### src/rtl/fnd_scan_controller.sv
// fnd_scan_controller: N-digit seven-segment scan controller.
// A binary value is accepted over a valid/ready handshake and converted to
// BCD with shift-add-3, one bit per clock. The digits are then time-multiplexed
// at CLK_HZ/SCAN_HZ clocks per digit, with per-digit dots, leading-zero
// blanking and an overflow pattern.
// Handshake: a value transfers on a rising clk edge where in_valid && in_ready;
// in_ready is high only in IDLE, and offers made while it is low are dropped.
// Optional macro FND_DIM_EN adds a 4-bit brightness input that gates the digit
// enable inside each scan slot.
module fnd_scan_controller #(
   parameter int NUM_DIGITS = 4,
   parameter int DATA_WIDTH = 14,
   parameter int CLK_HZ     = 100_000_000,
   parameter int SCAN_HZ    = 1000,
   parameter bit ACTIVE_LOW = 1
) (
   input  logic                  clk,
   input  logic                  rst,
   input  logic                  in_valid,
   input  logic [DATA_WIDTH-1:0] in_data,
   output logic                  in_ready,
   input  logic [NUM_DIGITS-1:0] dot_mask,
   input  logic                  blank_lz,
`ifdef FND_DIM_EN
   input  logic [3:0]            brightness,
`endif
   output logic                  overflow,
   output logic [NUM_DIGITS-1:0] fnd_digit,
   output logic [7:0]            fnd_data
);

   localparam int DIV   = CLK_HZ / SCAN_HZ;
   localparam int PRE_W = (DIV > 1) ? $clog2(DIV) : 1;
   localparam int IDX_W = (NUM_DIGITS > 1) ? $clog2(NUM_DIGITS) : 1;
   localparam int CNT_W = $clog2(DATA_WIDTH + 1);
   localparam int BCD_W = 4 * NUM_DIGITS;

   function automatic logic [63:0] pow10(input int n);
      logic [63:0] r;
      r = 64'd1;
      for (int i = 0; i < n; i++) r = r * 64'd10;
      return r;
   endfunction

   localparam logic [63:0]           LIMIT   = pow10(NUM_DIGITS);
   localparam logic [NUM_DIGITS-1:0] ONE     = 1;
   localparam logic [NUM_DIGITS-1:0] DIG_OFF = ACTIVE_LOW ? '1 : '0;
   localparam logic [7:0]            SEG_OFF = ACTIVE_LOW ? 8'hFF : 8'h00;

   // Active-low segment pattern {dp,g,f,e,d,c,b,a}, dot off.
   function automatic logic [7:0] seg_decode(input logic [3:0] d);
      case (d)
         4'd0: return 8'hC0;
         4'd1: return 8'hF9;
         4'd2: return 8'hA4;
         4'd3: return 8'hB0;
         4'd4: return 8'h99;
         4'd5: return 8'h92;
         4'd6: return 8'h82;
         4'd7: return 8'hF8;
         4'd8: return 8'h80;
         4'd9: return 8'h90;
         default: return 8'hFF;
      endcase
   endfunction

   // Add 3 to every BCD digit that is 5 or more, ahead of the left shift.
   function automatic logic [BCD_W-1:0] add3(input logic [BCD_W-1:0] b);
      logic [BCD_W-1:0] r;
      r = b;
      for (int d = 0; d < NUM_DIGITS; d++)
         if (b[4*d +: 4] >= 4'd5) r[4*d +: 4] = b[4*d +: 4] + 4'd3;
      return r;
   endfunction

   typedef enum logic [1:0] {IDLE, CONVERT, LOAD} state_t;

   state_t                state_q, state_nxt;
   logic [CNT_W-1:0]      cnt_q;
   logic [DATA_WIDTH-1:0] value_q;
   logic [DATA_WIDTH-1:0] shift_q;
   logic [BCD_W-1:0]      bcd_q;
   logic [BCD_W-1:0]      bcd_adj;
   logic [BCD_W-1:0]      disp_q;
   logic [PRE_W-1:0]      presc_q;
   logic [IDX_W-1:0]      idx_q;
   logic                  tick;
   logic [3:0]            digit_val;
   logic                  blank;
   logic [7:0]            seg_l;
   logic [7:0]            seg_out;
   logic [NUM_DIGITS-1:0] onehot;
   logic [NUM_DIGITS-1:0] dig_out;

   // Conversion FSM state register.
   always_ff @(posedge clk or posedge rst) begin
      if (rst) state_q <= IDLE;
      else     state_q <= state_nxt;
   end

   // Next state and handshake ready.
   always_comb begin
      state_nxt = state_q;
      in_ready  = 1'b0;
      case (state_q)
         IDLE: begin
            in_ready = 1'b1;
            if (in_valid) state_nxt = CONVERT;
         end
         CONVERT: if (cnt_q == CNT_W'(DATA_WIDTH - 1)) state_nxt = LOAD;
         LOAD:    state_nxt = IDLE;
         default: state_nxt = IDLE;
      endcase
   end

   assign bcd_adj = add3(bcd_q);

   // Conversion datapath: latch, shift-add-3 iterations, then publish.
   // Only the low NUM_DIGITS BCD digits are kept; larger values show the
   // overflow pattern, so the truncated upper digits are never displayed.
   always_ff @(posedge clk or posedge rst) begin
      if (rst) begin
         cnt_q    <= '0;
         value_q  <= '0;
         shift_q  <= '0;
         bcd_q    <= '0;
         disp_q   <= '0;
         overflow <= 1'b0;
      end else begin
         case (state_q)
            IDLE: if (in_valid) begin
               value_q <= in_data;
               shift_q <= in_data;
               bcd_q   <= '0;
               cnt_q   <= '0;
            end
            CONVERT: begin
               bcd_q   <= {bcd_adj[BCD_W-2:0], shift_q[DATA_WIDTH-1]};
               shift_q <= shift_q << 1;
               cnt_q   <= cnt_q + CNT_W'(1);
            end
            LOAD: begin
               disp_q   <= bcd_q;
               overflow <= ({{(64-DATA_WIDTH){1'b0}}, value_q} >= LIMIT);
            end
            default: ;
         endcase
      end
   end

   assign tick = (presc_q == PRE_W'(DIV - 1));

   // Pattern for the digit about to be scanned out.
   always_comb begin
      digit_val = disp_q[{idx_q, 2'b00} +: 4];
      blank     = blank_lz && (idx_q != '0) && ((disp_q >> {idx_q, 2'b00}) == '0);
      if (overflow)   seg_l = 8'hBF;
      else if (blank) seg_l = 8'hFF;
      else            seg_l = seg_decode(digit_val);
      if (dot_mask[idx_q]) seg_l[7] = 1'b0;
      seg_out = ACTIVE_LOW ? seg_l : ~seg_l;
      onehot  = ONE << idx_q;
      dig_out = ACTIVE_LOW ? ~onehot : onehot;
   end

`ifdef FND_DIM_EN
   logic [PRE_W-1:0]      presc_nxt;
   logic [NUM_DIGITS-1:0] sel_q;
   logic [NUM_DIGITS-1:0] sel_nxt;
   logic                  dim_on;

   // Slot position of the coming cycle decides whether the digit is lit.
   always_comb begin
      presc_nxt = tick ? '0 : presc_q + PRE_W'(1);
      sel_nxt   = tick ? onehot : sel_q;
      dim_on    = ((int'(presc_nxt) * 16) / DIV) <= int'(brightness);
   end
`endif

   // Scan prescaler, digit index and registered pin outputs.
   always_ff @(posedge clk or posedge rst) begin
      if (rst) begin
         presc_q   <= '0;
         idx_q     <= '0;
         fnd_digit <= DIG_OFF;
         fnd_data  <= SEG_OFF;
`ifdef FND_DIM_EN
         sel_q     <= '0;
`endif
      end else begin
         presc_q <= tick ? '0 : presc_q + PRE_W'(1);
         if (tick) begin
            fnd_data <= seg_out;
            idx_q    <= (idx_q == IDX_W'(NUM_DIGITS - 1)) ? '0 : idx_q + IDX_W'(1);
         end
`ifdef FND_DIM_EN
         if (tick) sel_q <= onehot;
         fnd_digit <= dim_on ? (ACTIVE_LOW ? ~sel_nxt : sel_nxt) : DIG_OFF;
`else
         if (tick) fnd_digit <= dig_out;
`endif
      end
   end

endmodule
### config.mk
export PLATFORM = sky130hd
export DESIGN_NAME = fnd_scan_controller
export DESIGN_NICKNAME = d
export VERILOG_FILES = /design/src/rtl/fnd_scan_controller.sv
export SDC_FILE = /design/constraint.sdc
export NUM_CORES = 1
export LEC_CHECK = 0
export ABC_CLOCK_PERIOD_IN_PS = 4800
export BUFFER_PORTS_ARGS = -buffer_cell sky130_fd_sc_hd__buf_2
export CAP_MARGIN = 20
export CORE_MARGIN = 1.5
export CORE_UTILIZATION = 45
export CTS_CLUSTER_SIZE = 8
export DETAILED_ROUTE_END_ITERATION = 6
export PLACE_DENSITY = 0.64
export REMOVE_ABC_BUFFERS = 1
export SLEW_MARGIN = 20
export SYNTH_ARGS = -nofsm -noshare
export SYNTH_HDL_FRONTEND = slang
export SYNTH_SLANG_ARGS = --single-unit
### constraint.sdc
create_clock -name clk -period 4.8 [get_ports clk]
set_clock_uncertainty 0.15 [all_clocks]
set_input_delay 0.48 -clock clk [delete_from_list [all_inputs] [get_ports clk]]
set_output_delay 0.48 -clock clk [all_outputs]
set_load 0.01 [all_outputs]
==> results.toml <==
[cts]
cts_resized = 0
cts_htree_levels = 3
clkSlewWorstSetupHoldPaths_ns = 0.09
cts_max_path_buffers = 2
clock-sinks = 94
tritoncts = "yes"
clk_latency_ns = 0.36
hold_buffers = 0
cts_inserted_buffers = 9
cts_root_buf = "clkbuf_8"
postCtsSetupBuffers = 0

[placement]
dp_hpwl_mm = 5.95
pre_cts_ws_ns = 1.75
io_buffer_count = 35
gp_congestion = 0.765

[final_layout]
area_delta_synth_final_pct = 11.2
drive_gt1_share_pct = 16.1
n_fill_cell = 943
diodes = 0
fin_nets = 522

[die]
ioPinCount = 36
die_y_um = 103
chipWidth_um = 103
rows = 36
die_area_um2 = 10600
core_um2 = 9730
start_util_pct = 46.2

[global_route]
antenna_found_initial = 0
grt_pass1_wl_mm = 15.0
grt_max_degree = 58
track_usage_pct = 17.9
grt_pass1_vias = 3229
overflow = 0

[routing]
first_pass_iters = 4
drt_iter0_markers = 93
num_vias = 3231
wl_per_cell_um = 13.9
drc = 0
wl_mm = 8.62
viasPerCell = 5.23
ant_nets = 0

[timing]
drv_slew = 0
worstMarginPinSlew_ns = 1.01
max_freq_mhz = 328
fin_setup_tns_ns = 0
period_share_pct = 63.6
max_slew_margin_pct = 32.5
hold_viol = 0
rsz0062_at_grt = "no"
timing.final.ws_setup_ns = 1.75
finalSetupViolCount = 0
finalCriticalPeriod_ns = 3.05

[worst_setup_path]
crit_slowest_cell = "mux4_1"
max_stage_delay_ns = 0.69
worst_ep_arrival_time_ns = 3.18
cp_cell_sequence = "mux4_1 -> inv_1 -> ha_1 -> nor4b_1 -> nand2_1 -> a211oi_1 -> nor2_1 -> a31oi_1"
startpoint_type = "flip-flop"
critPathMaxFanout = 9
cpLargestDelayFamily = "compound AO/OA/AOI/OAI gates"
end_kind = "flip-flop"
path_buf_inv = 1
worstPathRequired_ns = 4.93
path_class = "reg -> reg"

[power_and_ir_drop]
p_int_mw = 1.63
irDropWorstVdd_mv = 0.312
power.total_mw = 2.53
p_sw_mw = 0.901
sequentialPowerShare_pct = 45.8
leakage_nw = 2.31
power_density_nw_per_um2 = 506
p_comb_share_pct = 31.1
clock_power_share_pct = 23.2
netSwitchingFraction_pct = 35.6

[synthesis]
async_reset_ff_share_pct = 100
syn_area_um2 = 4500
synth_ff_type = "dfrtp_1"
synth.area.top_cells = "dfrtp_1 46%, nand2_1 7.7%, dfstp_2 7.0%"
synth-edff-count = 0
ys_seq_elements = 94
synth_cells = 450
synthDistinctLibCells = 37
yosys_warnings = 0
synth.largest_area_cell = "dfrtp_1"
yosysTopAreaCellShare_pct = 45.6
synthTopCellsByCount = "92 x nand2_1, 82 x dfrtp_1, 34 x o21ai_0"
synth-seq-area-share_pct = 52.7
synth.avg_cell_area_um2 = 9.99
synth.most_common_cell = "nand2_1"

[flow_run]
drv_cap = 0

[hold_path]
min_path_type = "in -> async"

[status]
outcome = "finished, final reports clean"
-- worst paths after layout --
path / from / to / slack, ns / cells after the start
worst max-delay path: idx_q[0]$_DFFE_PP0N_ / fnd_data[2]$_DFFE_PP1N_ / 1.75 / 8
worst min-delay path: rst / shift_q[7]$_DFFE_PP0P_ / 0.08 / 2
worst max register to register: idx_q[0]$_DFFE_PP0N_ / fnd_data[2]$_DFFE_PP1N_ / 1.75 / 8
worst min register to register: fnd_data[7]$_DFFE_PP1N_ / fnd_data[7]$_DFFE_PP1N_ / 0.33 / 2
max in group asynchronous: rst / fnd_digit[3]$_DFFE_PP1N_ / 3.44 / 3
min in group clk: in_data[0] / shift_q[0]$_DFFE_PP0P_ / 0.17 / 3
-- flip-flops by register name, summed over array words and instances, names as in the netlist --
signal,flops
bcd_q,16
state_q,2
overflow,1
presc_q,17
fnd_digit,4
fnd_data,8
shift_q,14
cnt_q,4
value_q,10
disp_q,16
idx_q,2
-- final cells by class --
cell class | count | area (um2) | share of cell area (%)
Tap cell | 133 | 166 | 3.33
Clock buffer | 11 | 141 | 2.83
Inverter | 18 | 70.1 | 1.40
Clock inverter | 5 | 83.8 | 1.68
Sequential cell | 94 | 2370 | 47.3
Multi-Input combinational cell | 319 | 1970 | 39.5
Timing Repair Buffer | 38 | 198 | 3.95
-- power groups by stage --
stage	Combinational, mW	Clock [mW]	Sequential [mW]
after floorplan	0.606	0	1.13
after global placement	0.763	0	1.16
after detailed placement	0.792	0	1.18
after CTS	0.798	0.604	1.16
after global routing	0.911	0.630	1.19
final	0.786	0.586	1.16
-- logic make-up (layout without fill, tap and decap cells) --
family | Yosys count | in the layout | synth area share (%)
adder cells (fa/ha/maj) | 20 | 20 | 5.57
AND/OR/NAND/NOR | 193 | 193 | 19.4
multiplexers | 18 | 18 | 5.79
XOR/XNOR | 22 | 22 | 4.29
AO/OA/AOI/OAI | 66 | 66 | 8.85
buffers and inverters | 37 | 72 | 3.42
flip-flops | 94 | 94 | 52.7
-- per-layer routing --
| layer | track usage, % | routed length (um) |
|---|---|---|
| met1 | 23.2 | 4210 |
| met4 | 4.78 | 124 |
| met5 | 0 | 0 |
| met2 | 30.7 | 4020 |
| met3 | 3.46 | 264 |
-- through the flow --
| stage | cells | utilization, % | area [um2] | hold WS, ns |
|---|---|---|---|---|
| global route | 618 | 51.4 | 5000 | 0.145 |
| finish | 618 | 51.4 | 5000 | 0.0774 |
| detailed placement | 602 | 49.1 | 4770 | 0.313 |
| floorplan | 431 | - | 4410 | 0.292 |
| CTS | 618 | 51.4 | 5000 | 0.160 |
| global placement | 602 | 49.1 | 4770 | 0.309 |
-- placed cells by master (no fill, tap or decap), types with 10 or more instances in the layout --
cell / Yosys / layout
nand2_1: 92 / 92
dfrtp_1: 82 / 82
buf_2: 0 / 35
o21ai_0: 34 / 34
nor2_1: 31 / 31
nand3_1: 30 / 30
ha_1: 20 / 20
inv_1: 18 / 17
xor2_1: 13 / 13
a21oi_1: 13 / 13
dfstp_2: 12 / 12
clkbuf_8: 0 / 10
No activity file was read; power rests on OpenSTA's default activity.
